[src/rtl/apu_pkg.sv]
// Shared APU definitions: register select encoding and channel constants.
// Latency: n/a (package).
// Backpressure: n/a (package).
package apu_pkg;

  // Register select values on reg_sel
  typedef enum logic [1:0] {
    NRX1 = 2'd0,  // length load
    NRX2 = 2'd1,  // envelope
    NRX3 = 2'd2,  // frequency low byte
    NRX4 = 2'd3   // trigger / length enable / frequency high bits
  } apu_reg_e;

  localparam int         LEN_MAX   = 64;
  localparam logic [3:0] VOL_MAX   = 4'hF;
  localparam int         FREQ_BASE = 2048;

endpackage

[src/rtl/envelope_unit.sv]
// Volume envelope: steps volume up/down once per env_period ticks, stops at 0/15.
// Latency: trigger and ticks update volume on the following clk.
// Backpressure: none; every trigger/tick is consumed (trigger wins over tick).
//
// Ports:
//   clk, reset         system clock, synchronous active-high reset
//   trigger            reload volume/counter from the NRx2 fields
//   tick               qualified 64 Hz envelope tick
//   init_vol, env_up,  NRx2 fields
//   env_period
//   volume             current envelope volume
module envelope_unit
  import apu_pkg::*;
(
  input  logic       clk,
  input  logic       reset,
  input  logic       trigger,
  input  logic       tick,
  input  logic [3:0] init_vol,
  input  logic       env_up,
  input  logic [2:0] env_period,
  output logic [3:0] volume
);

  logic [3:0] vol_q;
  logic [2:0] env_cnt;
  logic       env_active;

  always_ff @(posedge clk) begin
    if (reset) begin
      vol_q      <= 4'd0;
      env_cnt    <= 3'd0;
      env_active <= 1'b0;
    end else if (trigger) begin
      vol_q      <= init_vol;
      env_cnt    <= env_period;
      env_active <= 1'b1;
    end else if (tick && (env_period != 3'd0) && env_active) begin
      // env_cnt of 0 can occur if the period was 0 at trigger and changed later;
      // treat it the same as an expiring count.
      if (env_cnt <= 3'd1) begin
        env_cnt <= env_period;
        if (env_up) begin
          if (vol_q != VOL_MAX) begin
            vol_q <= vol_q + 4'd1;
            if ((vol_q + 4'd1) == VOL_MAX) env_active <= 1'b0;
          end else begin
            env_active <= 1'b0;
          end
        end else begin
          if (vol_q != 4'd0) begin
            vol_q <= vol_q - 4'd1;
            if (vol_q == 4'd1) env_active <= 1'b0;
          end else begin
            env_active <= 1'b0;
          end
        end
      end else begin
        env_cnt <= env_cnt - 3'd1;
      end
    end
  end

  assign volume = vol_q;

endmodule

[src/rtl/square_sequencer.sv]
// Square channel sequencer: CPU registers, frequency timer, length counter, envelope.
// Latency: register writes and ticks take effect on the next clk; next_step is a decode of the timer.
// Backpressure: none; CPU writes are always accepted and override same-cycle tick updates.
//
// Ports:
//   clk, reset            system clock, synchronous active-high reset
//   slow_clk_en           M-cycle tick enable
//   cpu_en, reg_write     CPU write qualifier and strobe
//   length_tick, env_tick frame-sequencer pulses, qualified by slow_clk_en
//   reg_sel, wdata        register select (NRx1..NRx4) and write data
//   next_step             duty-step advance pulse (timer == 1)
//   playing, volume       channel active flag and envelope volume
//   dac_on                NRx2[7:3] != 0
module square_sequencer
  import apu_pkg::*;
#(
  parameter int FREQ_W = 11,
  parameter int LEN_W  = 6
) (
  input  logic       clk,
  input  logic       reset,
  input  logic       slow_clk_en,
  input  logic       cpu_en,
  input  logic       length_tick,
  input  logic       env_tick,
  input  logic       reg_write,
  input  logic [1:0] reg_sel,
  input  logic [7:0] wdata,
  output logic       next_step,
  output logic       playing,
  output logic [3:0] volume,
  output logic       dac_on
);

  localparam logic [FREQ_W:0] FREQ_FULL = (FREQ_W+1)'(FREQ_BASE);
  localparam logic [LEN_W:0]  LEN_FULL  = (LEN_W+1)'(LEN_MAX);

  apu_reg_e sel;
  logic     cpu_wr, wr_nrx1, wr_nrx2, wr_nrx3, wr_nrx4, trigger;

  assign sel     = apu_reg_e'(reg_sel);
  assign cpu_wr  = cpu_en & reg_write;
  assign wr_nrx1 = cpu_wr && (sel == NRX1);
  assign wr_nrx2 = cpu_wr && (sel == NRX2);
  assign wr_nrx3 = cpu_wr && (sel == NRX3);
  assign wr_nrx4 = cpu_wr && (sel == NRX4);
  assign trigger = wr_nrx4 & wdata[7];

  // NRx2 envelope register
  logic [7:0] nrx2_q;

  always_ff @(posedge clk) begin
    if (reset)        nrx2_q <= 8'd0;
    else if (wr_nrx2) nrx2_q <= wdata;
  end

  assign dac_on = |nrx2_q[7:3];

  // Frequency register and timer
  logic [FREQ_W-1:0] freq_q, freq_trig, timer_q, reload_trig, reload_run;
  logic [FREQ_W:0]   diff_trig, diff_run;

  always_ff @(posedge clk) begin
    if (reset)        freq_q <= '0;
    else if (wr_nrx3) freq_q[7:0] <= wdata;
    else if (wr_nrx4) freq_q[FREQ_W-1:8] <= wdata[FREQ_W-9:0];
  end

  // A trigger reloads with the high bits carried in the same NRx4 write
  assign freq_trig   = {wdata[FREQ_W-9:0], freq_q[7:0]};
  assign diff_trig   = FREQ_FULL - {1'b0, freq_trig};
  assign diff_run    = FREQ_FULL - {1'b0, freq_q};
  assign reload_trig = diff_trig[FREQ_W-1:0];
  assign reload_run  = diff_run[FREQ_W-1:0];

  always_ff @(posedge clk) begin
    if (reset)                          timer_q <= '0;
    else if (trigger)                   timer_q <= reload_trig;
    else if (slow_clk_en) begin
      if (timer_q == FREQ_W'(1))        timer_q <= reload_run;
      else                              timer_q <= timer_q - FREQ_W'(1);
    end
  end

  assign next_step = (timer_q == FREQ_W'(1));

  // Length counter
  logic [LEN_W:0] len_cnt;
  logic           len_en_q, len_tick, len_expire;

  assign len_tick   = slow_clk_en & length_tick & len_en_q & (len_cnt != '0);
  assign len_expire = len_tick & (len_cnt == (LEN_W+1)'(1));

  always_ff @(posedge clk) begin
    if (reset)        len_en_q <= 1'b0;
    else if (wr_nrx4) len_en_q <= wdata[6];
  end

  always_ff @(posedge clk) begin
    if (reset)
      len_cnt <= '0;
    else if (wr_nrx1)
      len_cnt <= LEN_FULL - {1'b0, wdata[LEN_W-1:0]};
    else if (trigger) begin
      // A tick expiring the counter alongside the trigger still reloads to full
      if ((len_cnt == '0) || len_expire) len_cnt <= LEN_FULL;
    end else if (len_tick)
      len_cnt <= len_cnt - (LEN_W+1)'(1);
  end

  // Playing flag: DAC-off write beats trigger beats length expiry
  logic playing_q;

  always_ff @(posedge clk) begin
    if (reset)                               playing_q <= 1'b0;
    else if (wr_nrx2 && (wdata[7:3] == 5'd0)) playing_q <= 1'b0;
    else if (trigger)                        playing_q <= dac_on;
    else if (len_expire)                     playing_q <= 1'b0;
  end

  assign playing = playing_q;

  envelope_unit u_env (
    .clk        (clk),
    .reset      (reset),
    .trigger    (trigger),
    .tick       (slow_clk_en & env_tick),
    .init_vol   (nrx2_q[7:4]),
    .env_up     (nrx2_q[3]),
    .env_period (nrx2_q[2:0]),
    .volume     (volume)
  );

endmodule
[config.mk]
export PLATFORM = sky130hd
export DESIGN_NAME = square_sequencer
export DESIGN_NICKNAME = d
export VERILOG_FILES = /design/src/rtl/apu_pkg.sv /design/src/rtl/envelope_unit.sv /design/src/rtl/square_sequencer.sv
export SDC_FILE = /design/constraint.sdc
export NUM_CORES = 1
export LEC_CHECK = 0
export CORE_MARGIN = 10
export CORE_UTILIZATION = 45
export CTS_CLUSTER_DIAMETER = 150
export DETAILED_ROUTE_END_ITERATION = 6
export DONT_BUFFER_PORTS = 1
export PLACE_DENSITY = 0.68
export SYNTH_ARGS = -nofsm -noshare
export SYNTH_HDL_FRONTEND = slang
export SYNTH_SLANG_ARGS = --single-unit
export TNS_END_PERCENT = 20
[constraint.sdc]
create_clock -name clk -period 1.8 [get_ports clk]
set_input_delay 0 -clock clk [delete_from_list [all_inputs] [get_ports clk]]
set_output_delay 0 -clock clk [all_outputs]
set_load 0.02 [all_outputs]
* Yosys cells after proc, flatten, opt, wreduce, memory -nomap -nowiden
Index checks and enable logic that the tools add are counted.
** Storage, ports and cells
- Register bits :: 47
- Output and inout port bits :: 7
- Logic and storage cells :: 91
** Operators by class
- $add $sub $neg :: 8
- Order comparisons :: 1
- Equality and inequality tests :: 12
- Mux-type cells :: 26
- Bitwise gates (word level) :: 8
- Reductions and logical operators :: 26
** Operators with widths (number)
- $mux 11 :: 3
- $mux 7 :: 4
- $mux 4 :: 6
- $sub 1x11->11 const A :: 2
- $ne 4x4->1 const B :: 3
- $eq 11x1->1 const B :: 1
- $sub 11x1->11 const B :: 1
- $mux 1 :: 10
- $mux 3 :: 3
- $reduce_bool 3->1 :: 3
- $reduce_and 4->1 :: 2
- $reduce_bool 2->1 :: 4
- $and 1x1->1 :: 7
- $eq 7x1->1 const B :: 1
- $logic_and 1x1->1 :: 7
- $logic_not 7->1 :: 1
- $reduce_bool 7->1 :: 1
- $sub 7x1->7 const B :: 1
- $sub 7x6->7 const A :: 1
- $logic_not 5->1 :: 1
- $reduce_or 5->1 :: 1
- $add 4x1->4 const B :: 1
- $eq 2x2->1 const B :: 2
- $eq 4x1->1 const B :: 1
- 13 further kinds :: 14

* Logic depth before layout (Yosys ltp)
- Word-level depth :: 8
- Depth in mapped cells :: 8
- Gate-level depth less buffers :: 8

* Hierarchy
A second synthesis with hierarchy kept.
** Second synthesis, totals
- Cells, all modules :: 404
- Area total of the unflattened synthesis :: 3101.7 um2
** By module, submodules not included
- square_sequencer :: instances 1, cells an instance 317, area an instance 2411.1 um2, sequential area each 780.7 um2
- envelope_unit :: instances 1, cells an instance 87, area an instance 690.7 um2, sequential area each 160.2 um2

* Worst setup path after synthesis
OpenSTA, ideal clock, no wires.
- Path kind :: register to register
- From :: register timer_q[1]
- To :: register timer_q[7]
- Library setup time :: 0.091 ns
- Arrival time :: 1.861 ns
- Slack :: -0.152 ns
- Cell stages (with the launch flop) :: 8
- Path buffers :: 0
- Clock period less this slack :: 1.952 ns
- Cell sequence :: dfxtp_1 inv_1 ha_1 nor4b_2 nand3_1 clkinv_1 or3_1 a311oi_1
** Between the ends
- Cells in the longest elaborated chain, start to end :: 4
** Ends and longest elaborated chain
- from (decl) :: RTL line square_sequencer.sv:60 : logic [FREQ_W-1:0] freq_q, freq_trig, timer_q, reload_trig, reload_run;
- from (signal assigned) :: RTL line square_sequencer.sv:78 : else if (trigger) timer_q <= reload_trig;
- from (signal assigned) :: RTL line square_sequencer.sv:80 : if (timer_q == FREQ_W'(1)) timer_q <= reload_run;
- from (signal assigned) :: RTL line square_sequencer.sv:81 : else timer_q <= timer_q - FREQ_W'(1);
- $eq 11x1->1
- net next_step :: RTL line square_sequencer.sv:29 : output logic next_step,
- $mux 11 :: RTL line square_sequencer.sv:80
- $mux 11 :: RTL line square_sequencer.sv:79 : else if (slow_clk_en) begin
- $mux 11 :: RTL line square_sequencer.sv:78
The timed path passes the listed nets, and every way through them passes these cells. The select of a mux whose other input is x is not followed.
A chain may end at the register's enable or synchronous reset.

* Worst setup path in the final report
- From :: register freq_q[1]
- To :: register timer_q[10]
** Between the ends
- Cells in the longest elaborated chain, start to end :: 4
** Ends and longest elaborated chain
- from (decl) :: RTL line square_sequencer.sv:60
- from (signal assigned) :: RTL line square_sequencer.sv:65 : else if (wr_nrx3) freq_q[7:0] <= wdata;
- from (signal, indexed assignment) :: RTL line square_sequencer.sv:66 : else if (wr_nrx4) freq_q[FREQ_W-1:8] <= wdata[FREQ_W-9:0];
- $sub 1x11->11 :: RTL line square_sequencer.sv:72 : assign diff_run = FREQ_FULL - {1'b0, freq_q};
- $mux 11 :: RTL line square_sequencer.sv:80
- $mux 11 :: RTL line square_sequencer.sv:79
- $mux 11 (*) :: RTL line square_sequencer.sv:78
Every way passes the cells marked *; elsewhere a longest branch is shown, timed or not. The select of a mux whose other input is x is not followed.

==> flow_summary.ini <==
[status]
status = finished, violations left
violations = hold timing, setup timing

[synth]
synth_edf_count = 0
synth_area_mm2 = 0.00296
synthXorXnorAreaFrac_pct = 5.33
synth_fp_nets = 412
synthCells = 382
ys_seq_area_share_pct = 31.8
ys_ff_latch = 47
synth_top_family_by_area = simple AND/OR/NAND/NOR gates
synth_warnings = 0
synthTopCellsByArea = dfxtp_1 32%, nand2_1 6.7%, a21oi_1 6.1%
async_flop_share_pct = 0
synthMuxAreaShare_pct = 2.41
yosys.area_share.simple_pct = 25.1
synth_flop_cell = dfxtp_1
yosysMostFrequentCell = nand2_1
synth_top_area_share_pct = 31.8
yosys-top-cells-count = 53 x nand2_1, 47 x dfxtp_1, 36 x a21oi_1
synth_fa_ha_area_share_pct = 5.50
synth_top_cell_by_area = dfxtp_1
ys_types = 61
synth-compound-area-share_pct = 23.9
syn_area_per_cell_um2 = 7.75

[timing]
finalCriticalPeriod_ns = 1.82
hold_ws_ns = -0.000101
fin_tns_setup_ns = -0.0243
hold_violations = 1
tightest_slew_ns = 0.541
rsz0062_at_grt = yes
setup_viol = 2
period_share_pct = 101
slew_viol_final = 0
slew_headroom_pct = 63.7
clock_skew_ns = 0.0147
finalWorstSetupSlack_ns = -0.0177
fmax_mhz = 550

[worst_setup_path]
cp_max_fo = 4
timing.rr.end = timer_q[10]
critical_path_class = flip-flop to flip-flop
rrSetupSlack_ns = -0.02
critPathRequiredTime_ns = 2.02
crit_chain = inv_4, ha_4, nor4b_4, buf_4, nand2_4, or4_4, a31oi_1, o22ai_1
worst_path_max_delay_cell = or4_4
crit_path_end_kind = flip-flop
max_stage_delay_ns = 0.54
reg2reg_depth = 8
arrival_ns = 2.03
start_kind = flip-flop
r2r-start = freq_q[1]

[min_path]
min_from = wdata[6]
hold_depth = 2
whs_endpoint = playing
hold_path_class = input port to flip-flop

[finish]
final_area_mm2 = 0.00379
syn2layout_area_growth_pct = 28.2
layout.nets = 465
antenna_cells = 0
drive_gt1_share_pct = 19.5

[routing]
drt_iter0_markers = 176
drc_errors = 0
wl_um = 8700
routed-via-count = 3034
routedWlPerCell_um = 17.0
drtPass1Iterations = 5
vias_per_cell = 5.91
antenna_left = 0

[grt]
grt_max_degree = 39
grt_first_pass_wirelength_um = 14000
grt_usage_pct = 16.5
antenna_found_initial = 0
grt_pass1_vias = 2872
grt-ovfl-total = 0

[cts]
cts_tree = done
clkLatencyLatePin_ns = 0.32
htree_num_levels = 2
clk_path_buf_depth = 2
cts.sinks = 47
clockRootBuffer = clkbuf_8
path_clk_slew_ns = 0.10
cts_made_buffers = 5

[die]
core_mm2 = 0.00639
die-area_mm2 = 0.0102
num_rows = 29
die_h_um = 101
start_util_pct = 46.3
ios = 24
die_w_um = 101

[pwr]
irDropWorstVdd_uv = 365
power_density_mw_per_mm2 = 736
power_leakage_nw = 1.51

[run]
maxCapViolCount = 0

[placement]
gp_congestion = 0.918
io_buffers = 0
place.detailed.hpwl_um = 5810
dpl-instance-area_mm2 = 0.00329
place_ws_ns = -0.113
[worst max-delay path by stage]
stage / from / end / slack, ns / depth (start not counted)
final: freq_q[1] / timer_q[10] / -0.02 / 8
after CTS: freq_q[1] / timer_q[10] / -0.04 / 8
after global placement: freq_q[0] / timer_q[9] / -0.10 / 5
after detailed placement: freq_q[0] / timer_q[9] / -0.11 / 5
after global routing: freq_q[0] / timer_q[10] / -0.09 / 8
after floorplan: freq_q[0] / timer_q[10] / -0.14 / 7
[state kept, by name (all words and copies together) (netlist names)]
signal	flops
u_env.env_active	1
u_env.env_cnt	3
timer_q	11
nrx2_q	8
playing	1
len_cnt	7
len_en_q	1
freq_q	11
u_env.volume	4
[through the flow]
step | util [%] | instances | hold WS, ns | total power [mW]
2_1_floorplan | - | 382 | 0.136 | 1.67
3_3_place_gp | 51.5 | 481 | 0.0793 | 1.85
3_5_place_dp | 51.5 | 481 | 0.0792 | 1.86
4_1_cts | 57.3 | 510 | 0.00480 | 2.74
5_1_grt | 59.4 | 513 | 0.0174 | 2.91
6_report | 59.4 | 513 | -0.000101 | 2.79
[critical path: cells and delay by family (launching register included)]
family | cells | cell delay (ns)
compound gates | 2 | 0.23
fa+ha+maj | 1 | 0.13
buf+inv | 2 | 0.21
flops | 1 | 0.37
simple gates | 3 | 0.79
[cell usage in the layout, fill, tap and decap left out, types with 3 or more instances in the layout]
cell / instances
xor2_1: 5
a21o_1: 3
o21ai_0: 9
o22ai_1: 3
ha_1: 11
mux2i_1: 6
a21oi_1: 36
nand2b_1: 3
nor4_2: 4
clkbuf_8: 5
xnor2_1: 13
nor4_1: 3
nand4_1: 9
dfxtp_1: 42
buf_4: 44
nand2_1: 51
a31oi_1: 7
nor4b_4: 3
nor3_1: 7
dfxtp_2: 4
dlygate4sd3_1: 20
a221oi_1: 3
o32ai_1: 3
a211oi_1: 11
nand3_1: 9
inv_1: 24
o31ai_1: 4
nor2_1: 31
[cell families after synthesis]
family | after synthesis
mux | 7
compound gates | 105
simple gates | 146
flops | 47
buf+inv | 46
fa+ha+maj | 13
xor+xnor | 18
[timing repair]
action,CTS,global route
endpoints found under the setup margin,13,22
resized for setup,8,25
pin swaps,2,8
endpoints found under the hold margin,46,0
hold buffers,21,0
buffers inserted,0,3
[routing by layer]
layer / track usage, % / routed length (um) / vias to the layer above
li1: - / - / 1493
met1: 21.5 / 3970 / 1439
met2: 26.9 / 4090 / 90
met3: 3.22 / 520 / 12
met4: 4.72 / 119 / 0
met5: 0 / 0 / -
[layout make-up]
class / instances / area [um^2]
Timing Repair Buffer: 65 / 551
Multi-Input combinational cell: 289 / 1980
Clock buffer: 5 / 68.8
Tap cell: 77 / 96.3
Inverter: 27 / 106
Sequential cell: 47 / 950
Clock inverter: 3 / 46.3
Fill cell: 553 / 2590
[power by group]
part	switching, mW	internal, mW	leakage [nW]
registers	0.0780	1.10	0.385
clock network	0.409	0.419	0.0548
logic	0.394	0.390	1.07
total	0.881	1.91	1.51
(Power assumes the default switching activity.)
